===== config.mk =====
export PLATFORM = sky130hd
export DESIGN_NAME = stack_burst_engine
export DESIGN_NICKNAME = d
export VERILOG_FILES = /design/src/rtl/stack_burst_engine.sv
export SDC_FILE = /design/constraint.sdc
export NUM_CORES = 1
export LEC_CHECK = 0
export ABC_AREA = 1
export CAP_MARGIN = 0
export CORE_ASPECT_RATIO = 2
export CORE_MARGIN = 2
export CORE_UTILIZATION = 48
export DETAILED_ROUTE_END_ITERATION = 16
export DONT_BUFFER_PORTS = 1
export GPL_ROUTABILITY_DRIVEN = 0
export MAX_ROUTING_LAYER = met4
export PLACE_DENSITY = 0.64
export SETUP_SLACK_MARGIN = 0.15
export SYNTH_ARGS = -nofsm -noshare
export SYNTH_HDL_FRONTEND = slang
export SYNTH_SLANG_ARGS = --single-unit

===== constraint.sdc =====
create_clock -name clock -period 6.35 [get_ports clock]
set_clock_uncertainty 0.2 [all_clocks]
set_input_delay 0.635 -clock clock [delete_from_list [all_inputs] [get_ports clock]]
set_output_delay 0.635 -clock clock [all_outputs]
set_load 0.1 [all_outputs]

===== src/rtl/stack_burst_engine.sv =====
`default_nettype none
// ============================================================================
// stack_burst_engine: multi-word burst sequencer between a flat register-image
// bus and a single-port stack RAM. Optional macro: STACK_BURST_DESCEND_EN.
// Revision: 1.0
// ============================================================================
module stack_burst_engine #(
   parameter int DATA_W    = 16,
   parameter int ADDR_W    = 16,
   parameter int MAX_WORDS = 16,
   parameter int RD_LAT    = 1,
   parameter int CNT_W     = $clog2(MAX_WORDS + 1)
) (
   input  logic                        clock,
   input  logic                        reset_n,
   input  logic                        start,
   input  logic                        dir,
`ifdef STACK_BURST_DESCEND_EN
   input  logic                        descend,
`endif
   input  logic [ADDR_W-1:0]           base_addr,
   input  logic [CNT_W-1:0]            words,
   input  logic [DATA_W*MAX_WORDS-1:0] wdata_bus,
   output logic [DATA_W*MAX_WORDS-1:0] rdata_bus,
   output logic                        busy,
   output logic                        done,
   output logic                        err,
   output logic [ADDR_W-1:0]           ram_addr,
   output logic [DATA_W-1:0]           ram_wdata,
   output logic                        ram_wren,
   input  logic [DATA_W-1:0]           ram_q
);

   localparam int SEL_W = (MAX_WORDS > 1) ? $clog2(MAX_WORDS) : 1;

   typedef enum logic [1:0] {
      IDLE   = 2'd0,
      WRITE  = 2'd1,
      READ   = 2'd2,
      FINISH = 2'd3
   } state_t;

   state_t              state_q, state_d;
   logic [ADDR_W-1:0]   base_q, base_d;
   logic [CNT_W-1:0]    words_q, words_d;
   logic [CNT_W-1:0]    idx_q, idx_d;
   logic                desc_q, desc_d;
   logic                err_flag_q, err_flag_d;
   logic                busy_q, busy_d;
   logic                done_q, done_d;
   logic                err_q, err_d;
   logic [ADDR_W-1:0]   ram_addr_q, ram_addr_d;
   logic [DATA_W-1:0]   ram_wdata_q, ram_wdata_d;
   logic                ram_wren_q, ram_wren_d;
   logic [DATA_W-1:0]   wslot_q [MAX_WORDS];
   logic [DATA_W-1:0]   wslot_d [MAX_WORDS];
   logic [DATA_W-1:0]   rslot_q [MAX_WORDS];
   logic [DATA_W-1:0]   rslot_d [MAX_WORDS];
   logic [RD_LAT:0]     vld_q, vld_d;
   logic [CNT_W-1:0]    pidx_q [RD_LAT+1];
   logic [CNT_W-1:0]    pidx_d [RD_LAT+1];
   logic                desc_in;
   logic [ADDR_W-1:0]   next_addr;

`ifdef STACK_BURST_DESCEND_EN
   assign desc_in = descend;
`else
   assign desc_in = 1'b0;
`endif

   assign next_addr = desc_q ? (base_q - ADDR_W'(idx_q)) : (base_q + ADDR_W'(idx_q));

   always_comb begin
      state_d     = state_q;
      base_d      = base_q;
      words_d     = words_q;
      idx_d       = idx_q;
      desc_d      = desc_q;
      err_flag_d  = err_flag_q;
      busy_d      = busy_q;
      done_d      = 1'b0;
      err_d       = 1'b0;
      ram_addr_d  = ram_addr_q;
      ram_wdata_d = ram_wdata_q;
      ram_wren_d  = 1'b0;
      wslot_d     = wslot_q;
      rslot_d     = rslot_q;
      // Capture pipeline: stage k holds the index whose address went out k cycles ago
      vld_d[0]    = 1'b0;
      pidx_d[0]   = pidx_q[0];
      for (int k = 1; k <= RD_LAT; k++) begin
         vld_d[k]  = vld_q[k-1];
         pidx_d[k] = pidx_q[k-1];
      end
      if (vld_q[RD_LAT]) begin
         rslot_d[pidx_q[RD_LAT][SEL_W-1:0]] = ram_q;
      end

      case (state_q)
         IDLE: begin
            if (start) begin
               base_d  = base_addr;
               words_d = words;
               desc_d  = desc_in;
               for (int s = 0; s < MAX_WORDS; s++) begin
                  wslot_d[s] = wdata_bus[DATA_W*(MAX_WORDS-s)-1 -: DATA_W];
               end
               if ((words == '0) || (words > CNT_W'(MAX_WORDS))) begin
                  err_flag_d = 1'b1;
                  state_d    = FINISH;
               end else begin
                  err_flag_d = 1'b0;
                  busy_d     = 1'b1;
                  idx_d      = CNT_W'(1);
                  ram_addr_d = base_addr;
                  if (dir) begin
                     ram_wren_d  = 1'b1;
                     ram_wdata_d = wdata_bus[DATA_W*MAX_WORDS-1 -: DATA_W];
                     state_d     = WRITE;
                  end else begin
                     vld_d[0]  = 1'b1;
                     pidx_d[0] = '0;
                     state_d   = READ;
                  end
               end
            end
         end
         WRITE: begin
            if (idx_q < words_q) begin
               ram_addr_d  = next_addr;
               ram_wdata_d = wslot_q[idx_q[SEL_W-1:0]];
               ram_wren_d  = 1'b1;
               idx_d       = idx_q + CNT_W'(1);
            end else begin
               state_d = FINISH;
            end
         end
         READ: begin
            if (idx_q < words_q) begin
               ram_addr_d = next_addr;
               vld_d[0]   = 1'b1;
               pidx_d[0]  = idx_q;
               idx_d      = idx_q + CNT_W'(1);
            end
            if (vld_q[RD_LAT] && (pidx_q[RD_LAT] == (words_q - CNT_W'(1)))) begin
               state_d = FINISH;
            end
         end
         FINISH: begin
            done_d  = 1'b1;
            err_d   = err_flag_q;
            busy_d  = 1'b0;
            state_d = IDLE;
         end
         default: state_d = IDLE;
      endcase
   end

   always_ff @(posedge clock or negedge reset_n) begin
      if (!reset_n) begin
         state_q     <= IDLE;
         base_q      <= '0;
         words_q     <= '0;
         idx_q       <= '0;
         desc_q      <= 1'b0;
         err_flag_q  <= 1'b0;
         busy_q      <= 1'b0;
         done_q      <= 1'b0;
         err_q       <= 1'b0;
         ram_addr_q  <= '0;
         ram_wdata_q <= '0;
         ram_wren_q  <= 1'b0;
         vld_q       <= '0;
         for (int s = 0; s < MAX_WORDS; s++) begin
            wslot_q[s] <= '0;
            rslot_q[s] <= '0;
         end
         for (int k = 0; k <= RD_LAT; k++) begin
            pidx_q[k] <= '0;
         end
      end else begin
         state_q     <= state_d;
         base_q      <= base_d;
         words_q     <= words_d;
         idx_q       <= idx_d;
         desc_q      <= desc_d;
         err_flag_q  <= err_flag_d;
         busy_q      <= busy_d;
         done_q      <= done_d;
         err_q       <= err_d;
         ram_addr_q  <= ram_addr_d;
         ram_wdata_q <= ram_wdata_d;
         ram_wren_q  <= ram_wren_d;
         vld_q       <= vld_d;
         wslot_q     <= wslot_d;
         rslot_q     <= rslot_d;
         pidx_q      <= pidx_d;
      end
   end

   generate
      for (genvar s = 0; s < MAX_WORDS; s++) begin : g_rslot
         assign rdata_bus[DATA_W*(MAX_WORDS-s)-1 -: DATA_W] = rslot_q[s];
      end
   endgenerate

   assign busy      = busy_q;
   assign done      = done_q;
   assign err       = err_q;
   assign ram_addr  = ram_addr_q;
   assign ram_wdata = ram_wdata_q;
   assign ram_wren  = ram_wren_q;

endmodule
`default_nettype wire


# Word level (Yosys, flattened, before mapping)
# Index checks and enable logic that the tools add are counted.
# Widths: inputs -> output; s select.
# totals
ff_bits	589
inputBits	297
output_inout_bits	292
word_cells	130
# op_classes
addsub	3
order_cmp	5
n_eq_ne	13
n_mux	45
n_bitwise	2
reduce_logical	16
# ops
operator	n
$bwmux 256	1
$mux 16	10
$bmux 16 s4	1
$demux 16 s4	1
$pmux 16 s2	2
$mux 5	7
$pmux 5 s2	2
$add 16x5->16	1
$ne 2x2->1 const B	8
$mux 1	12
$ge 5x5->1 const B	2
$mux 2	5
$not 4->5	2
$reduce_and 5->1	2
$pmux 2 s4	1
$reduce_bool 2->1	4
$pmux 1 s2	3
$reduce_and 3->1	2
$add 5x1->5 const B	1
$eq 5x5->1	1
$gt 5x5->1 const B	1
$logic_not 5->1	1
$lt 5x1->1 const B	1
$lt 5x5->1	1
other kinds (10)	12

# Longest topological paths before layout
# logic_depth
ltp_word	6
ltp_mapped	13
mapped_depth_nobuf	12

# Least setup slack after synthesis
# No wires, ideal clock.
# synth_path
path_type	reg-to-reg
startpoint	reg idx_q[1]
endpoint	reg ram_addr_q[12] (netlist: ram_addr[12])
setup_time_ps	120
t_arrival_ps	1838
t_required_ps	6030
setup_slack_ps	4192
stages_incl_launch_ff	13
path_buffers	2
synth_period_minus_slack_ps	2158
cell_sequence	dfrtp_1 -> inv_1 -> buf_2 -> buf_2 -> fa_1 -> inv_1 -> nand3_1 -> nand3_1 -> nand3_1 -> nand3_1 -> nand3_1 -> nand2_1 -> nand2_1
# synth_between
elab_chain_len	3
word_cells_on_any_way	6
cone_classes	add/sub (1); order compare (1); eq/ne (1); mux (2); reduce/logical (1)
# synth_rtl
item	line_no	source
start: declaration	46	logic [CNT_W-1:0] idx_q, idx_d;
start signal: assignment	185	idx_q <= idx_d;
$add 16x5->16 / $lt 5x5->1 (equally long branches)	71, 129, 139	
$mux 16 / $ne 2x1->1 (equally long branches)	--	
$pmux 16 s2 / $reduce_and 4->1 (equally long branches)	--	
end signal: assignment	191	ram_addr_q <= ram_addr_d;
end: declaration	52	logic [ADDR_W-1:0] ram_addr_q, ram_addr_d;
# Parallel ways exist; a longest one is shown, timed or not. The select of a mux whose other input is x is not followed.
# A chain may end at the register's enable or synchronous reset.

# Worst setup path in the final report
# layout_path
startpoint	reg state_q[0]
endpoint	reg idx_q[1]
# layout_between
elab_chain_len	4
word_cells_on_any_way	10
cone_classes	eq/ne (5); mux (1); reduce/logical (4)
# layout_rtl
item	line_no	source
start: declaration	43	state_t state_q, state_d;
start signal: assignment	182	state_q <= state_d;
$eq 2x2->1 / $eq 2x1->1 (equally long branches)	99	case (state_q)
$reduce_or 2->1 (no source line)	--	
$ne 2x1->1 (no source line) / $reduce_bool 2->1 (equally long branches)	--	
$reduce_and 4->1 (no source line)	--	
# Parallel ways exist; a longest one is shown, timed or not.

==> results.cfg <==
[place]
dpl.hpwl_um = 57100
place.port_buffers = 0

[routing]
firstDrtPassIters = 5
finalWirelength_um = 83900
routed_via_density = 5.43
drtIter0Drc = 1643
route.vias.total = 21600
ant_nets = 0
wire_per_inst_um = 21.1
drc = 0

[run]
max_cap_violations = 0

[critical_path]
required_ns = 6.59
criticalPathCategory = reg2reg
timing.rr.start = state_q[0]$_DFFE_PN0P_
start_kind = register
rr_worst_depth = 10
r2r_setup_slack_ns = 2.22
path_max_fanout = 203
worstReg2RegEnd = idx_q[1]$_DFFE_PN0P_
crit_start = state_q[0]$_DFFE_PN0P_
endpoint = idx_q[1]$_DFFE_PN0P_
crit_path_end_kind = register
cp.arrival_ns = 4.37

[yosys]
ys_warn_count = 0
synth_area_um2 = 25800
synth_largest_area_cell = dfrtp_1
synth.top_cell.area_share_pct = 57.2
synth_area_leaders = dfrtp_1, nand2_1, o21ai_0
ys_seq_area_share_pct = 57.2
avgSynthCellArea_um2 = 8.27
syn_inst = 3116
syn-num-nets = 3429
yosysUniqueCellTypes = 37
synth-seq-cells = 589

[timing]
setup_tns_ns = 0
layout_min_cycle_time_ns = 4.13
setup_viol = 0
fmax_mhz = 242
hold_viol = 589
fin_hold_ws_ns = -0.454
tightest_slew_ns = 1.62
rsz0062_at_grt = no
slew_violations = 138
period_share_pct = 65.1
max_slew_margin_pct = -7.91

[floorplanning]
pin_count = 589
die_w_um = 168
core_um2 = 53300
floorplan.die_area_um2 = 55700
rows = 120
start_util_pct = 48.3
die_height_um = 332

[global_route]
grt_max_degree = 590
antenna_found_initial = 13
grt_usage_pct = 30.6
grt_pass1_wl_um = 128000
grt_overflow = 0
grt_pass1_vias = 21500

[outcome]
violations = negative hold slack, max-slew violations
status = finished with violations

[final_layout]
mostFrequentLayoutCell = nand2_1
layout.nets = 3569
syn2layout_area_growth_pct = 17.2
layout_common_cells = nand2_1, dfrtp_1, o21ai_0
drive_gt1_share_pct = 3.73

[clock_network]
cts_buffers = 51
cts.sinks = 589
cts_setup_buffers = 0
root_buffer = clkbuf_16
cts_hold_buf = 263
htree_levels = 2
cts_resized = 0
insertion_delay_ns = 0.60
clkTransAtPathRegs_ns = 0.07
cts_tree = done
cts_buffer_depth = 3

[power]
max-vdd-ir-drop_mv = 0.402
cellLeakagePower_nw = 14.3
power_density_nw_per_um2 = 572

[worst_hold_path]
hold_path_class = in2async
[cells in the mapped netlist]
library cell  number
nand3_2            2
nor2_8             1
nor2_4             6
o31ai_1            1
dfrtp_1          589
fa_1               1
a21oi_1          155
clkbuf_1          84
or2_2              1
xor2_1             5
nand3b_1           3
o21a_1             1
clkinv_1           2
nor3_1             2
buf_4             26
a22oi_1            1
buf_1              4
inv_2              1
inv_1            299
nand4_1            2
o21ai_0          396
o211ai_1           3
nand3_4            1
nor2_2             2
nand3_1          209
nand2_4            2
nand2_1          969
nor2_1           241
ha_1              15
o22ai_1            1
nand2_2            6
inv_4              3
buf_6              3
buf_2             72
xnor2_1            4
a21boi_0           1
and3_1             2
[how the worst min path moves through the flow]
stage                       startpoint                         end  slack (ns)  depth (start not counted)
floorplan           vld_q[0]$_DFF_PN0_          vld_q[1]$_DFF_PN0_        0.13                          0
global placement    vld_q[0]$_DFF_PN0_          vld_q[1]$_DFF_PN0_        0.14                          0
detailed placement  vld_q[0]$_DFF_PN0_          vld_q[1]$_DFF_PN0_        0.15                          0
CTS                            reset_n   rdata_bus[88]$_DFFE_PN0P_       -0.49                          0
global route                   reset_n  rdata_bus[230]$_DFFE_PN0P_       -0.48                          0
finish                         reset_n  rdata_bus[230]$_DFFE_PN0P_       -0.45                          0
[routing by layer]
layer | wire (um) | GRT usage [%] | vias to the layer above
li1 | - | - | 10000
met1 | 29900 | 33.7 | 10400
met2 | 42100 | 52.2 | 1017
met3 | 7440 | 7.43 | 220
met4 | 4400 | 14.1 | 0
met5 | 0 | - | -
[report_power, final]
group | switching [mW] | internal (mW)
clock network | 1.46 | 1.84
logic | 3.16 | 1.51
registers | 4.27 | 5.03
total | 8.89 | 8.37
[final cells by class]
type	count	area [um^2]
clock inverter	22	279
sequential	589	14700
fill	4792	23100
tap	671	840
inverter	305	1160
multi-input combinational	2033	8950
antenna	15	37.5
timing repair buffer	276	2730
clock buffer	72	1450
[critical path, stage by stage, from the launching register on]
cell,delay (ns)
dfrtp_1,0.40
inv_1,0.08
ha_1,0.32
nand2_4,0.75
clkinv_8,0.79
nand3_2,0.34
nand2_1,0.09
nand2_2,0.36
inv_2,0.27
nand3_1,0.12
o21ai_0,0.11
[state kept, by name (all words and copies together), names as in the netlist, 2 cells and up]
name and cells:
state_q 2, base_q 16, words_q 5, pidx_q 5, idx_q 5, ram_addr 16
pidx_d 5, vld_q 2, rdata_bus 256, ram_wdata 16, wslot_q 256
[kinds of logic after synthesis]
kind of cell / synth area share, %
flip-flops: 57.2
AO/OA/AOI/OAI: 10.9
XOR/XNOR: 0.306
AND/OR/NAND/NOR: 22.7
buffers and inverters: 8.04
adder cells (fa/ha/maj): 0.806
[per-stage QoR]
stage / instances / cell area (um^2) / worst slack, ns / util [%] / power [mW]
3_5_place_dp: 3611 / 25800 / 2.18 / 48.4 / 13.8
6_report: 3983 / 30200 / 2.22 / 56.6 / 17.3
2_1_floorplan: 3116 / 25800 / 4.19 / - / 12.5
5_1_grt: 3981 / 30200 / 1.78 / 56.6 / 18.2
4_1_cts: 3968 / 30200 / 2.17 / 56.6 / 17.2
3_3_place_gp: 3611 / 25800 / 2.28 / 48.4 / 13.7
Note: power is estimated with default switching activity, not from simulation.
